## config.mk

```make
export PLATFORM = sky130hd
export DESIGN_NAME = fifo_rd_status_flat
export DESIGN_NICKNAME = d
export VERILOG_FILES = /design/src/rtl/fifo_rd_status_if.sv /design/src/rtl/fifo_rd_status.sv /design/src/flat_wrapper.sv
export SDC_FILE = /design/constraint.sdc
export NUM_CORES = 1
export LEC_CHECK = 0
export ABC_AREA = 1
export CAP_MARGIN = 10
export CORE_MARGIN = 2
export CORE_UTILIZATION = 47
export DETAILED_ROUTE_END_ITERATION = 6
export PLACE_DENSITY = 0.85
export SYNTH_ARGS = -nofsm -noshare
export SYNTH_HDL_FRONTEND = slang
export SYNTH_SLANG_ARGS = --single-unit
```

## constraint.sdc

```tcl
create_clock -name rd_clk -period 3.8 [get_ports rd_clk]
set_clock_uncertainty 0.2 [all_clocks]
set_input_delay 0.57 -clock rd_clk [delete_from_list [all_inputs] [get_ports rd_clk]]
set_output_delay 0.57 -clock rd_clk [all_outputs]
set_load 0.01 [all_outputs]
```

## src/rtl/fifo_rd_status_if.sv

```systemverilog
// Consumer-side bundle of the FIFO read-domain status engine, plus the
// Gray pointers exchanged with the write-domain synchronizers.
interface fifo_rd_status_if #(
    parameter int ADDR_WIDTH = 4
);
    logic                  rd_en;
    logic [ADDR_WIDTH:0]   wr_ptr_gray_sync;
    logic [ADDR_WIDTH:0]   ae_level;
    logic                  underflow_clr;
    logic [ADDR_WIDTH-1:0] rd_addr;
    logic [ADDR_WIDTH:0]   rd_ptr_gray;
    logic                  rd_empty;
    logic                  rd_almost_empty;
    logic [ADDR_WIDTH:0]   rd_count;
    logic                  rd_underflow;

    modport master (
        output rd_en, wr_ptr_gray_sync, ae_level, underflow_clr,
        input  rd_addr, rd_ptr_gray, rd_empty, rd_almost_empty, rd_count, rd_underflow
    );

    modport slave (
        input  rd_en, wr_ptr_gray_sync, ae_level, underflow_clr,
        output rd_addr, rd_ptr_gray, rd_empty, rd_almost_empty, rd_count, rd_underflow
    );
endinterface

```

## src/rtl/fifo_rd_status.sv

```systemverilog
// Read-domain pointer and status engine of the asynchronous FIFO: read address,
// Gray read pointer, empty / almost-empty flags, fill count and sticky underflow.
module fifo_rd_status #(
    parameter int ADDR_WIDTH = 4
) (
    input  logic                   rd_clk,
    input  logic                   rst_n,
    fifo_rd_status_if.slave        bus
);
    localparam int PW = ADDR_WIDTH + 1;

    function automatic logic [PW-1:0] gray2bin(input logic [PW-1:0] g);
        logic [PW-1:0] b;
        b[PW-1] = g[PW-1];
        for (int i = PW - 2; i >= 0; i--) begin
            b[i] = b[i+1] ^ g[i];
        end
        return b;
    endfunction

    logic [PW-1:0] rd_ptr_bin;
    logic [PW-1:0] rd_ptr_gray;
    logic          rd_empty;
    logic          rd_almost_empty;
    logic [PW-1:0] rd_count;
    logic          rd_underflow;

    logic          rd_fire;
    logic [PW-1:0] bin_next;
    logic [PW-1:0] gray_next;
    logic [PW-1:0] wr_bin;
    logic [PW-1:0] count_next;

    // Flags are computed from the next pointer so a draining read sets empty
    // on the same edge that consumes the last entry.
    // NOTE: every always_comb output gets a value on every path, so no latch is inferred.
    always_comb begin
        rd_fire    = bus.rd_en & ~rd_empty;
        bin_next   = rd_ptr_bin + PW'(rd_fire);
        gray_next  = (bin_next >> 1) ^ bin_next;
        wr_bin     = gray2bin(bus.wr_ptr_gray_sync);
        count_next = wr_bin - bin_next;
    end

    // NOTE: sequential state uses non-blocking assignments so all registers
    // sample pre-edge values regardless of statement order.
    always_ff @(posedge rd_clk or negedge rst_n) begin
        if (!rst_n) begin
            rd_ptr_bin      <= '0;
            rd_ptr_gray     <= '0;
            rd_empty        <= 1'b1;
            rd_almost_empty <= 1'b1;
            rd_count        <= '0;
            rd_underflow    <= 1'b0;
        end else begin
            rd_ptr_bin      <= bin_next;
            rd_ptr_gray     <= gray_next;
            rd_empty        <= (gray_next == bus.wr_ptr_gray_sync);
            rd_almost_empty <= (count_next <= bus.ae_level);
            rd_count        <= count_next;
            // Set has priority over clear.
            if (bus.rd_en && rd_empty) begin
                rd_underflow <= 1'b1;
            end else if (bus.underflow_clr) begin
                rd_underflow <= 1'b0;
            end
        end
    end

    assign bus.rd_addr         = rd_ptr_bin[ADDR_WIDTH-1:0];
    assign bus.rd_ptr_gray     = rd_ptr_gray;
    assign bus.rd_empty        = rd_empty;
    assign bus.rd_almost_empty = rd_almost_empty;
    assign bus.rd_count        = rd_count;
    assign bus.rd_underflow    = rd_underflow;

endmodule

```

## src/flat_wrapper.sv

```systemverilog
// flat-port wrapper written by rule: the top's interface ports become plain ports
module fifo_rd_status_flat 
#(
    parameter int ADDR_WIDTH = 4
)
  (rd_clk, rst_n, bus_rd_en, bus_wr_ptr_gray_sync, bus_ae_level, bus_underflow_clr, bus_rd_addr, bus_rd_ptr_gray, bus_rd_empty, bus_rd_almost_empty, bus_rd_count, bus_rd_underflow);
  fifo_rd_status_if #(.ADDR_WIDTH(ADDR_WIDTH)) bus_i ();
  input  logic rd_clk;
  input  logic rst_n;
  input wire logic [$bits(bus_i.rd_en)-1:0] bus_rd_en;
  input wire logic [$bits(bus_i.wr_ptr_gray_sync)-1:0] bus_wr_ptr_gray_sync;
  input wire logic [$bits(bus_i.ae_level)-1:0] bus_ae_level;
  input wire logic [$bits(bus_i.underflow_clr)-1:0] bus_underflow_clr;
  output wire logic [$bits(bus_i.rd_addr)-1:0] bus_rd_addr;
  output wire logic [$bits(bus_i.rd_ptr_gray)-1:0] bus_rd_ptr_gray;
  output wire logic [$bits(bus_i.rd_empty)-1:0] bus_rd_empty;
  output wire logic [$bits(bus_i.rd_almost_empty)-1:0] bus_rd_almost_empty;
  output wire logic [$bits(bus_i.rd_count)-1:0] bus_rd_count;
  output wire logic [$bits(bus_i.rd_underflow)-1:0] bus_rd_underflow;
  assign bus_i.rd_en = bus_rd_en;
  assign bus_i.wr_ptr_gray_sync = bus_wr_ptr_gray_sync;
  assign bus_i.ae_level = bus_ae_level;
  assign bus_i.underflow_clr = bus_underflow_clr;
  assign bus_rd_addr = bus_i.rd_addr;
  assign bus_rd_ptr_gray = bus_i.rd_ptr_gray;
  assign bus_rd_empty = bus_i.rd_empty;
  assign bus_rd_almost_empty = bus_i.rd_almost_empty;
  assign bus_rd_count = bus_i.rd_count;
  assign bus_rd_underflow = bus_i.rd_underflow;
  fifo_rd_status #(.ADDR_WIDTH(ADDR_WIDTH)) u_core (.rd_clk(rd_clk), .rst_n(rst_n), .bus(bus_i));
endmodule
```

## Yosys cells after proc, flatten, opt, wreduce, memory -nomap -nowiden

Index checks and enable logic that the tools add are counted.

| word-level totals | value |
|---|---|
| logic and storage cells | 21 |
| input port bits | 14 |
| output and inout bits | 17 |
| register bits | 18 |

| cells by class | value |
|---|---|
| $add $sub $neg | 2 |
| equal/unequal tests | 1 |
| bitwise logic cells | 7 |
| reduce and logical (&&, ||, !) cells | 2 |
| magnitude comparators | 1 |
| mux-type cells | 2 |

Operators with widths:

| kind | count |
|---|---|
| $add A5 B1 Y5 | 1 |
| $eq A5 B5 Y1 | 1 |
| $le A5 B5 Y1 | 1 |
| $sub A5 B5 Y5 | 1 |
| $xor A4 B5 Y5 | 1 |
| $xor A1 B1 Y1 | 4 |
| $mux W1 | 2 |
| $reduce_bool A2 Y1 | 1 |
| $and A1 B1 Y1 | 1 |
| $logic_and A1 B1 Y1 | 1 |
| $not A1 Y1 | 1 |

## Longest topological paths before layout

Gate-level depths: netlist (run 1).

| depth | value |
|---|---|
| depth in word-level cells | 6 |
| gate-level depth with buffers | 15 |
| depth with buffers taken out | 15 |

## Least setup slack after synthesis (run 1)

OpenSTA, ideal clock, no wires.

| path | value |
|---|---|
| path type | input port to flip-flop |
| start | input port bus_wr_ptr_gray_sync[4] |
| end | register u_core.rd_almost_empty (netlist: u_core.bus.rd_almost_empty) |
| path buffers | 0 |
| library setup time | 87 ps |
| data arrival time | 2770 ps |
| data required time | 3513 ps |
| stages on the path | 11 |
| slack | 743 ps |
| cells stage by stage | xor2_2 -> xor2_2 -> xnor3_1 -> ha_1 -> fa_1 -> o21ai_0 -> xnor2_1 -> ha_1 -> nand2_1 -> nor3_1 -> o22ai_1 |

| between the ends | value |
|---|---|
| longest elaborated chain between the ends | 6 |

RTL lines:

| element | RTL line | RTL |
|---|---|---|
| start: declaration | flat_wrapper.sv:11 | `input wire logic [$bits(bus_i.wr_ptr_gray_sync)-1:0] bus_wr_ptr_gray_sync;` |
| $xor A1 B1 Y1 (4 in series) | fifo_rd_status.sv:16 | `b[i] = b[i+1] ^ g[i];` |
| $sub A5 B5 Y5 * | fifo_rd_status.sv:42 | `count_next = wr_bin - bin_next;` |
| net u_core.count_next[4] | fifo_rd_status.sv:32 | `logic [PW-1:0] count_next;` |
| $le A5 B5 Y1 * | fifo_rd_status.sv:59 | `rd_almost_empty <= (count_next <= bus.ae_level);` |
| end signal: assignment | fifo_rd_status.sv:59 |  |
| end: declaration | fifo_rd_status.sv:24 | `logic rd_almost_empty;` |

Mark *: on every way through the listed nets, which the timed path passes. The rest lies on a longest branch.
A chain may end at the register's enable or synchronous reset.

## Worst setup path in the final report (run 1)

| path | value |
|---|---|
| start | input port bus_wr_ptr_gray_sync[3] |
| end | register u_core.rd_almost_empty (netlist: u_core.bus.rd_almost_empty) |

| between the ends | value |
|---|---|
| longest elaborated chain between the ends | 6 |

RTL lines:

| element | RTL line |
|---|---|
| $xor A1 B1 Y1 * | fifo_rd_status.sv:16 |
| $xor A1 B1 Y1 (3 in series) | fifo_rd_status.sv:16 |
| $sub A5 B5 Y5 * | fifo_rd_status.sv:42 |
| net u_core.count_next[4] | fifo_rd_status.sv:32 |
| $le A5 B5 Y1 * | fifo_rd_status.sv:59 |

Marked as above.

==> results.tsv, run 1 <==
stage	metric	value	unit
critical_path	slowest stage cell, crit path	clkdlybuf4s50_1	
worst_hold_path	Hold Path Class	reg -> reg	
cells_and_area	Final nets	197	
place	port bufs	30	
critical_path	Crit path required time	3.81	ns
detailed_routing	DR vias/cell	5.24	
timing	fin crit share	0.937	
detailed_routing	final wirelength	2530	um
cts	Max clock buf depth	2	
detailed_routing	total number of vias	1038	
timing	slew at the pin with the worst max-slew slack	0.782	ns
cts	CTS root buffer	clkbuf_4	
cts	TritonCTS clock tree	done	
global_route	number of global-route vias before repair	1037	
critical_path	CP Launch Type	primary input	
logic_synthesis	Synth Area per Inst	8.22	um^2
detailed_routing	DRT iter0 DRCs	22	
power	leakage power	0.759	nW
logic_synthesis	synthesized cell area	1110	um^2
place	dpl cells	194	
cts	CTS H-tree depth	1	
global_route	first-pass GRT wire length	4340	um
floorplan	die span in x	52.6	um
timing	final setup TNS	0	ns
logic_synthesis	largest cells by area after synthesis	dfrtp_1, nand2_1, ha_1, nand3_1, inv_1	
floorplan	chip height	52.6	um
cts	Worst-path clk slew	0.09	ns
timing	max_slew headroom	0.477	
cts	postcts setup bufs	0	
floorplan	Ports	31	
timing	final worst path period need	3.56	ns
logic_synthesis	fraction of synthesized cell area taken by the top area cell type	0.338	
status	outcome	completed	
logic_synthesis	Unique masters post-synth	21	
cts	Clk Latency, worst-skew pair	0.29	ns
critical_path	CP Class	in -> reg	
critical_path	peak fanout along the critical path	3	
cts	clock sink count	17	
power	total power	1.32	mW
timing	Fmax	281	MHz
cts	Post-CTS Hold Buffers	0	
critical_path	crit end category	flop	
cells_and_area	final non-filler cell total	198	
logic_synthesis	cell count after synthesis	135	
cts	cts repair resizes	0	
timing	RSZ-0062 raised after global routing	no	
critical_path	CP peak stage delay	0.55	ns
logic_synthesis	ys flop type	dfrtp_1	
detailed_routing	DRC violations left	0	
floorplan	Core Region	2210	um^2
global_route	initial antenna violation count	0	
place	DP HPWL	2090	um
detailed_routing	antenna-violating nets left	0	
logic_synthesis	yosys warns	0	
cts	CTS Buf Count	3	
global_route	GRT Total Usage	0.215	
cells_and_area	Layout area overhead	33.3	%
timing	Setup Viol. Count Final	0	
detailed_routing	TritonRoute pass-1 iters	4	
flow_run	total of max-cap violations	0	
global_route	grt total ovfl	0	
global_route	pin count of the biggest net entering global routing	18	
logic_synthesis	Synth Register Bits	17	
power	PwrDens	891	nW/um^2
power	Peak VDD IR	0.501	mV
detailed_routing	DR WL/cell	12.8	um
timing	Hold Vio Cnt, Final	0	
timing	Max Slew Vio Count	0	
timing	WHS	0.339	ns
floorplan	starting density of the core	0.502	
cells_and_area	Diodes inserted	0	
floorplan	die area	2770	um^2
critical_path	worst path arrival time	3.58	ns
cells_and_area	fraction of layout cells with a size suffix above 1	0.0824	
logic_synthesis	Yosys top cell by area	dfrtp_1	
logic_synthesis	Syn Nets	161	
place	gpl congestion	0.806	
critical_path	worst path cell trace	clkdlybuf4s50_1 > xor2_2 > xor2_2 > xnor3_1 > ha_1 > fa_1 > o21ai_0 > xnor2_1 > ha_1 > a21oi_1 > o21ai_0 > o22ai_1	
logic_synthesis	Post-synth ARST share	1.00	
logic_synthesis	EDFF count, synth	0	
logic_synthesis	Seq/Total Area, Yosys	0.386	
floorplan	cell row count	17	
==> per-stage QoR <==
stage                     cell area, um^2  utilization  worst slack, ns
final                                1480        0.669            0.240
after global routing                 1480        0.669           0.0569
after CTS                            1480        0.669            0.261
after detailed placement             1450        0.657          -0.0538
after global placement               1450        0.657            0.215
after floorplan                      1110            -            0.743
==> cell families after synthesis <==
logic type / share of synthesized area
simple gates: 0.246
buf+inv: 0.0879
flops: 0.386
fa+ha+maj: 0.142
compound gates: 0.0507
xor+xnor: 0.0879
==> area by class of cell <==
| type | count | area (um^2) |
|---|---|---|
| multi-input combinational | 93 | 584 |
| inverter | 24 | 90.1 |
| clock buffer | 4 | 26.3 |
| timing repair buffer | 32 | 315 |
| tap | 28 | 35.0 |
| sequential | 17 | 428 |
| fill | 180 | 733 |
==> power by group <==
part           internal (mW)  leakage (nW)  total, mW  switching [mW]
registers              0.280         0.199      0.337          0.0568
logic                  0.398         0.546      0.886           0.488
clock network         0.0408        0.0150     0.0944          0.0535
==> cells in the mapped netlist, types with 2 or more instances <==
master / count
a21oi_1: 4
dfrtp_1: 15
dfstp_2: 2
ha_1: 11
inv_1: 22
inv_2: 2
nand2_1: 37
nand3_1: 18
nor2_1: 4
o21ai_0: 6
xnor2_1: 2
xor2_2: 3
==> worst max-delay path, delay by kind of cell <==
| family | cells | cell delay, ns |
|---|---|---|
| adder cells (fa/ha/maj) | 3 | 0.94 |
| XOR/XNOR | 4 | 0.85 |
| AO/OA/AOI/OAI | 4 | 0.66 |
| buffers and inverters | 1 | 0.55 |
==> registers in the layout (all words and copies together) (netlist names) <==
register,flops
u_core.bus.rd_almost_empty,1
u_core.bus.rd_count,5
u_core.bus.rd_empty,1
u_core.bus.rd_ptr_gray,4
u_core.bus.rd_underflow,1
u_core.rd_ptr_bin,5
==> path summary, 6_finish.rpt <==
path                                              start                          to  slack (ns)  cells after the start
worst min register to register  u_core.bus.rd_underflow     u_core.bus.rd_underflow        0.34                      2
worst max-delay path            bus_wr_ptr_gray_sync[3]  u_core.bus.rd_almost_empty        0.24                     12
worst max register to register      u_core.bus.rd_empty  u_core.bus.rd_almost_empty        0.68                     13
max in group asynchronous                         rst_n      u_core.bus.rd_count[4]        2.38                      1
worst min-delay path            u_core.bus.rd_underflow     u_core.bus.rd_underflow        0.34                      2
min in group asynchronous                         rst_n      u_core.bus.rd_count[3]        0.53                      1
==> cells in the final DEF (no fill, tap or decap) <==
master,count
a21oi_1,4
buf_4,2
clkbuf_1,1
clkbuf_4,3
clkdlybuf4s50_1,30
dfrtp_1,15
dfstp_2,2
fa_1,1
ha_1,11
inv_1,22
inv_2,2
nand2_1,37
nand2_2,1
nand2_4,1
nand3_1,18
nand4_1,1
nor2_1,4
nor3_1,1
o21ai_0,6
o22ai_1,1
xnor2_1,2
xnor3_1,1
xor2_1,1
xor2_2,3
==> per-layer routing <==
layer	vias up	routed length, um	part of all wire	global-route usage
li1	495	-	-	-
met1	506	1050	0.41	0.252
met2	30	1330	0.53	0.381
met3	7	108	0.043	0.0343
met4	0	42	0.017	0.0940
met5	-	0	0	0
Note: power is estimated with default switching activity, not from simulation.
==> run 2, diff against run 1 <==
HOLD_SLACK_MARGIN = 0.1   (was unset)
==> results of run 2 <==
Final layout, timing and power as in run 1 (identical DEF).
==> run 3, diff against run 2 <==
SLEW_MARGIN = 20   (was unset)
==> results of run 3 <==
Final layout, timing and power as in run 1 (identical DEF).
